[config.mk]
export PLATFORM = sky130hd
export DESIGN_NAME = serial_7seg_receiver
export DESIGN_NICKNAME = d
export VERILOG_FILES = /design/src/rtl/serial_7seg_receiver.sv
export SDC_FILE = /design/constraint.sdc
export NUM_CORES = 1
export LEC_CHECK = 0
export ABC_AREA = 1
export CAP_MARGIN = 25
export CORE_MARGIN = 3
export CORE_UTILIZATION = 35
export CTS_CLUSTER_SIZE = 24
export DETAILED_ROUTE_END_ITERATION = 16
export PLACE_DENSITY = 0.61
export SLEW_MARGIN = 20
export SYNTH_ARGS = -nofsm -noshare
export SYNTH_HDL_FRONTEND = slang
export SYNTH_SLANG_ARGS = --single-unit
[constraint.sdc]
create_clock -name i_clk -period 7.35 [get_ports i_clk]
set_input_delay 1.1025 -clock i_clk [delete_from_list [all_inputs] [get_ports i_clk]]
set_output_delay 1.1025 -clock i_clk [all_outputs]
set_load 0.05 [all_outputs]
[src/rtl/serial_7seg_receiver.sv]
// Serial 6-digit 7-segment frame receiver: synchronizes the serial lines, shifts in 48-bit frames,
// decodes segment patterns to BCD digits. Define SERIAL_RX_RAW_EN to expose the accepted raw frame.
module serial_7seg_receiver #(
  parameter int SYNC_STAGES = 2,
  parameter int FRAME_BITS  = 48
) (
  input  logic       i_clk,
  input  logic       i_reset_n,
  input  logic       i_serial_data,
  input  logic       i_serial_clk,
  input  logic       i_serial_latch,
  output logic [3:0] o_hours_msb,
  output logic [3:0] o_hours_lsb,
  output logic [3:0] o_minutes_msb,
  output logic [3:0] o_minutes_lsb,
  output logic [3:0] o_seconds_msb,
  output logic [3:0] o_seconds_lsb,
  output logic       o_dp_hours1,
  output logic       o_dp_hours2,
  output logic       o_dp_minutes1,
  output logic       o_dp_minutes2,
  output logic       o_dp_seconds1,
  output logic       o_dp_seconds2,
  output logic       o_frame_stb,
  output logic       o_frame_err,
  output logic       o_decode_err
`ifdef SERIAL_RX_RAW_EN
  ,
  output logic [FRAME_BITS-1:0] o_raw_frame
`endif
);

  localparam int         DIGITS      = 6;
  localparam logic [5:0] FRAME_COUNT = 6'(FRAME_BITS);
  localparam logic [5:0] COUNT_MAX   = 6'd63;

  logic [SYNC_STAGES-1:0] data_sync, sclk_sync, latch_sync;
  logic                   sclk_prev, latch_prev;
  logic                   data_s, sclk_rise, latch_rise;

  logic [FRAME_BITS-1:0]  shift_reg, shift_next;
  logic [5:0]             bit_count, count_next;
  logic                   frame_ok, any_illegal;
  logic [4:0]             dec [DIGITS];
  logic [DIGITS-1:0]      dp_next;

  logic [3:0]             digit_q [DIGITS];
  logic [DIGITS-1:0]      dp_q;

  // Returns {illegal, digit}; blank decodes to 4'hF and is legal.
  function automatic logic [4:0] decode_seg(input logic [6:0] seg);
    logic [4:0] r;
    case (seg)
      7'h3F:   r = {1'b0, 4'h0};
      7'h06:   r = {1'b0, 4'h1};
      7'h5B:   r = {1'b0, 4'h2};
      7'h4F:   r = {1'b0, 4'h3};
      7'h66:   r = {1'b0, 4'h4};
      7'h6D:   r = {1'b0, 4'h5};
      7'h7D:   r = {1'b0, 4'h6};
      7'h07:   r = {1'b0, 4'h7};
      7'h7F:   r = {1'b0, 4'h8};
      7'h6F:   r = {1'b0, 4'h9};
      7'h00:   r = {1'b0, 4'hF};
      default: r = {1'b1, 4'hE};
    endcase
    return r;
  endfunction

  assign data_s     = data_sync[SYNC_STAGES-1];
  assign sclk_rise  = sclk_sync[SYNC_STAGES-1] & ~sclk_prev;
  assign latch_rise = latch_sync[SYNC_STAGES-1] & ~latch_prev;

  // A shift coinciding with the latch is folded in before the latch looks at the count.
  always_comb begin
    // NOTE: every always_comb output gets a default first so no path leaves it unassigned (no latch).
    shift_next  = shift_reg;
    count_next  = bit_count;
    any_illegal = 1'b0;
    if (sclk_rise) begin
      shift_next = {shift_reg[FRAME_BITS-2:0], data_s};
      if (bit_count != COUNT_MAX) count_next = bit_count + 6'd1;
    end
    for (int k = 0; k < DIGITS; k++) begin
      dp_next[k]  = shift_next[FRAME_BITS-1-8*k];
      dec[k]      = decode_seg(shift_next[FRAME_BITS-2-8*k -: 7]);
      any_illegal = any_illegal | dec[k][4];
    end
    frame_ok = latch_rise && (count_next == FRAME_COUNT);
  end

  always_ff @(posedge i_clk) begin
    if (!i_reset_n) begin
      data_sync    <= '0;
      sclk_sync    <= '0;
      latch_sync   <= '0;
      sclk_prev    <= 1'b0;
      latch_prev   <= 1'b0;
      // NOTE: the shift register is cleared too, so a reset mid-frame leaves no stale bits behind.
      shift_reg    <= '0;
      bit_count    <= '0;
      o_frame_stb  <= 1'b0;
      o_frame_err  <= 1'b0;
      o_decode_err <= 1'b0;
      dp_q         <= '0;
      for (int k = 0; k < DIGITS; k++) digit_q[k] <= 4'h0;
`ifdef SERIAL_RX_RAW_EN
      o_raw_frame  <= '0;
`endif
    end else begin
      // NOTE: sequential state uses non-blocking assignment so every flop samples pre-edge values.
      data_sync    <= {data_sync[SYNC_STAGES-2:0], i_serial_data};
      sclk_sync    <= {sclk_sync[SYNC_STAGES-2:0], i_serial_clk};
      latch_sync   <= {latch_sync[SYNC_STAGES-2:0], i_serial_latch};
      sclk_prev    <= sclk_sync[SYNC_STAGES-1];
      latch_prev   <= latch_sync[SYNC_STAGES-1];
      shift_reg    <= shift_next;
      bit_count    <= latch_rise ? 6'd0 : count_next;
      o_frame_stb  <= frame_ok;
      o_frame_err  <= latch_rise && !frame_ok;
      o_decode_err <= frame_ok && any_illegal;
      if (frame_ok) begin
        dp_q <= dp_next;
        for (int k = 0; k < DIGITS; k++) digit_q[k] <= dec[k][3:0];
`ifdef SERIAL_RX_RAW_EN
        o_raw_frame <= shift_next;
`endif
      end
    end
  end

  assign o_hours_msb   = digit_q[0];
  assign o_hours_lsb   = digit_q[1];
  assign o_minutes_msb = digit_q[2];
  assign o_minutes_lsb = digit_q[3];
  assign o_seconds_msb = digit_q[4];
  assign o_seconds_lsb = digit_q[5];
  assign o_dp_hours1   = dp_q[0];
  assign o_dp_hours2   = dp_q[1];
  assign o_dp_minutes1 = dp_q[2];
  assign o_dp_minutes2 = dp_q[3];
  assign o_dp_seconds1 = dp_q[4];
  assign o_dp_seconds2 = dp_q[5];

endmodule

==> results.yml <==
synthesis:
  synth_area_leaders: "dfxtp_1, nand2_1, edfxtp_1, nor2_1, nand3_1"
  yosysTopAreaCell: "dfxtp_1"
  ys_ff_latch: 95
  async_reset_ff_frac: 0
  synth_seq_area_share: 0.401
  synth_cell_types: 37
  syn_nets: 838
  synth-edff-count: 24
  avgSynthCellArea_um2: 6.42
  syn_inst: 832
  yosysMostFrequentCell: "nand2_1"
  synth_top_area_frac: 0.266
  syn_area_mm2: 0.00535
  ys.flop_type: "dfxtp_1"
  synth_common_cells: "nand2_1, nor2_1, inv_1"
  synth_warnings: 0
run:
  max_cap_viol_count: 0
placed_design:
  dp_hpwl_um: 8140
  gp_congestion: 0.852
  portBuffers: 37
  dpl_worst_slack_ps: 3960
worst_setup_path:
  critPathTopFamily: "simple AND/OR/NAND/NOR gates"
  r2r-start: "sclk_sync[1]"
  slowest_stage: "dfxtp_1"
  timing.critical_path.arrival_ps: 3450
  required_ps: 7350
  cp-end-kind: "flip-flop"
  crit_buf_inv: 2
  path_cells: "buf_4 -> nand2_4 -> nor3_1 -> a21o_1 -> nand2_1 -> nor3_2 -> nand3_1 -> nand2_1 -> buf_4"
  critPathKind: "reg -> reg"
  critPathLaunchType: "flip-flop"
  startpoint: "sclk_sync[1]"
  cp_max_fo: 99
  slowest_delay_ps: 590
die:
  ios: 38
  die-area_mm2: 0.0168
  start_util: 0.362
  die_h_um: 130
  coreArea_mm2: 0.0148
  fp.dieW_um: 130
  std_cell_rows: 44
drt:
  num_vias: 4873
  wl_per_cell_um: 11.2
  drc_errors: 0
  final_antenna_net_count: 0
  routed_wl_um: 11700
  vias_per_cell: 4.67
  drt_iter0_markers: 326
  dr.pass1.iters: 5
power:
  p_per_area_mw_per_mm2: 197
  vdd_drop_max_uv: 107
  total_power_mw: 1.19
  leakage_nw: 2.82
finish:
  fin_nets: 861
  diodes: 0
  utilization: 0.410
  layout-drive-gt1-share: 0.0581
  area_growth_pct: 13.1
  largest_register_ffs: 48
global_route:
  grt_pass1_wl_um: 20000
  grt_antenna_before_repair: 0
  grt_max_degree: 100
  grt_pass1_vias: 4489
  grt-ovfl-total: 0
  grt_use_total: 0.145
clock_network:
  clock_sinks: 95
  clk_path_buf_depth: 2
  h-tree-depth: 3
  postCtsSetupBuffers: 0
  path_clk_slew_ps: 70
  cts_hold_buf: 0
  clkLatencyLatePin_ps: 340
  cts_resized: 0
  cts_tree: "yes"
  numCtsBuffers: 9
  cts_root_buf: "clkbuf_16"
sta:
  finalHoldViolations: 0
  setup_tns_ps: 0
  final-setup-viol-count: 0
  max_freq_mhz: 290
  clock_skew_ps: 5.16
  slew_headroom: 0.379
  layout_min_cycle_time_ps: 3450
  hold_ws_ps: 416
  worstMarginPinSlew_ps: 931
  layout_setup_ws_ps: 3900
  rsz0062_at_grt: "no"
  fin_crit_sh: 0.469
  finalMaxSlewViolations: 0
worst_hold_path:
  hold_path.class: "reg -> reg"
  min-delay-start: "latch_sync[0]"
outcome:
  status: "complete, no violations"
final timing paths:
path | endpoint | cells past startpoint | slack (ps)
min reg2reg | latch_sync[1] | 2 | 420
max reg2reg | digit_q[2][0] | 9 | 3900
min | latch_sync[1] | 2 | 420
max | digit_q[2][0] | 9 | 3900
cells in the final DEF, fill, tap and decap left out, drive strengths merged, types with 4 or more instances in the layout:
| cell type | count |
|---|---|
| a21oi | 24 |
| edfxtp | 24 |
| nand3 | 66 |
| clkbuf | 12 |
| nor3 | 9 |
| and3 | 4 |
| and2 | 5 |
| nand4 | 5 |
| clkdlybuf4s50 | 37 |
| inv | 88 |
| dfxtp | 71 |
| o21ai | 33 |
| buf | 4 |
| nor2 | 153 |
| nand2 | 312 |
worst reg2reg max path, stage by stage (launching register included):
cell and delay, ps:
dfxtp_1 590, buf_4 390, nand2_4 570, nor3_1 410
a21o_1 150, nand2_1 70, nor3_2 210, nand3_1 240
nand2_1 120, buf_4 360
through the flow:
step | area [um2] | instances
after global placement | 5770 | 1028
after global routing | 6040 | 1044
final | 6040 | 1044
after floorplan | 5350 | 832
after CTS | 6040 | 1044
after detailed placement | 5770 | 1028
cell families after synthesis:
kind of cell             share of synthesized area
AO/OA/AOI/OAI                               0.0634
XOR/XNOR                                   0.00328
adder cells (fa/ha/maj)                    0.00234
buffers and inverters                       0.0985
flip-flops                                   0.401
AND/OR/NAND/NOR                              0.432
routing by layer:
| metal | wire [um] | global-route usage | part of all wire | vias up |
|---|---|---|---|---|
| met3 | 367 | 0.0202 | 0.031 | 10 |
| met5 | 0 | 0 | 0 | - |
| met2 | 5170 | 0.236 | 0.44 | 77 |
| li1 | - | - | - | 2639 |
| met4 | 159 | 0.0495 | 0.014 | 0 |
| met1 | 6030 | 0.197 | 0.51 | 2147 |
power breakdown:
part | internal, mW | leakage [nW] | switching (mW)
registers | 0.555 | 0.806 | 0.0105
clock network | 0.240 | 0.138 | 0.202
logic | 0.0543 | 1.88 | 0.129
total | 0.850 | 2.82 | 0.342
cell type report:
class,count,area [um2]
clock buffer,12,246
multi-input combinational,623,2680
inverter,85,322
clock inverter,4,27.5
sequential,95,2140
fill,1578,8710
tap,184,230
timing repair buffer,41,400
Note: power is estimated with default switching activity, not from simulation.
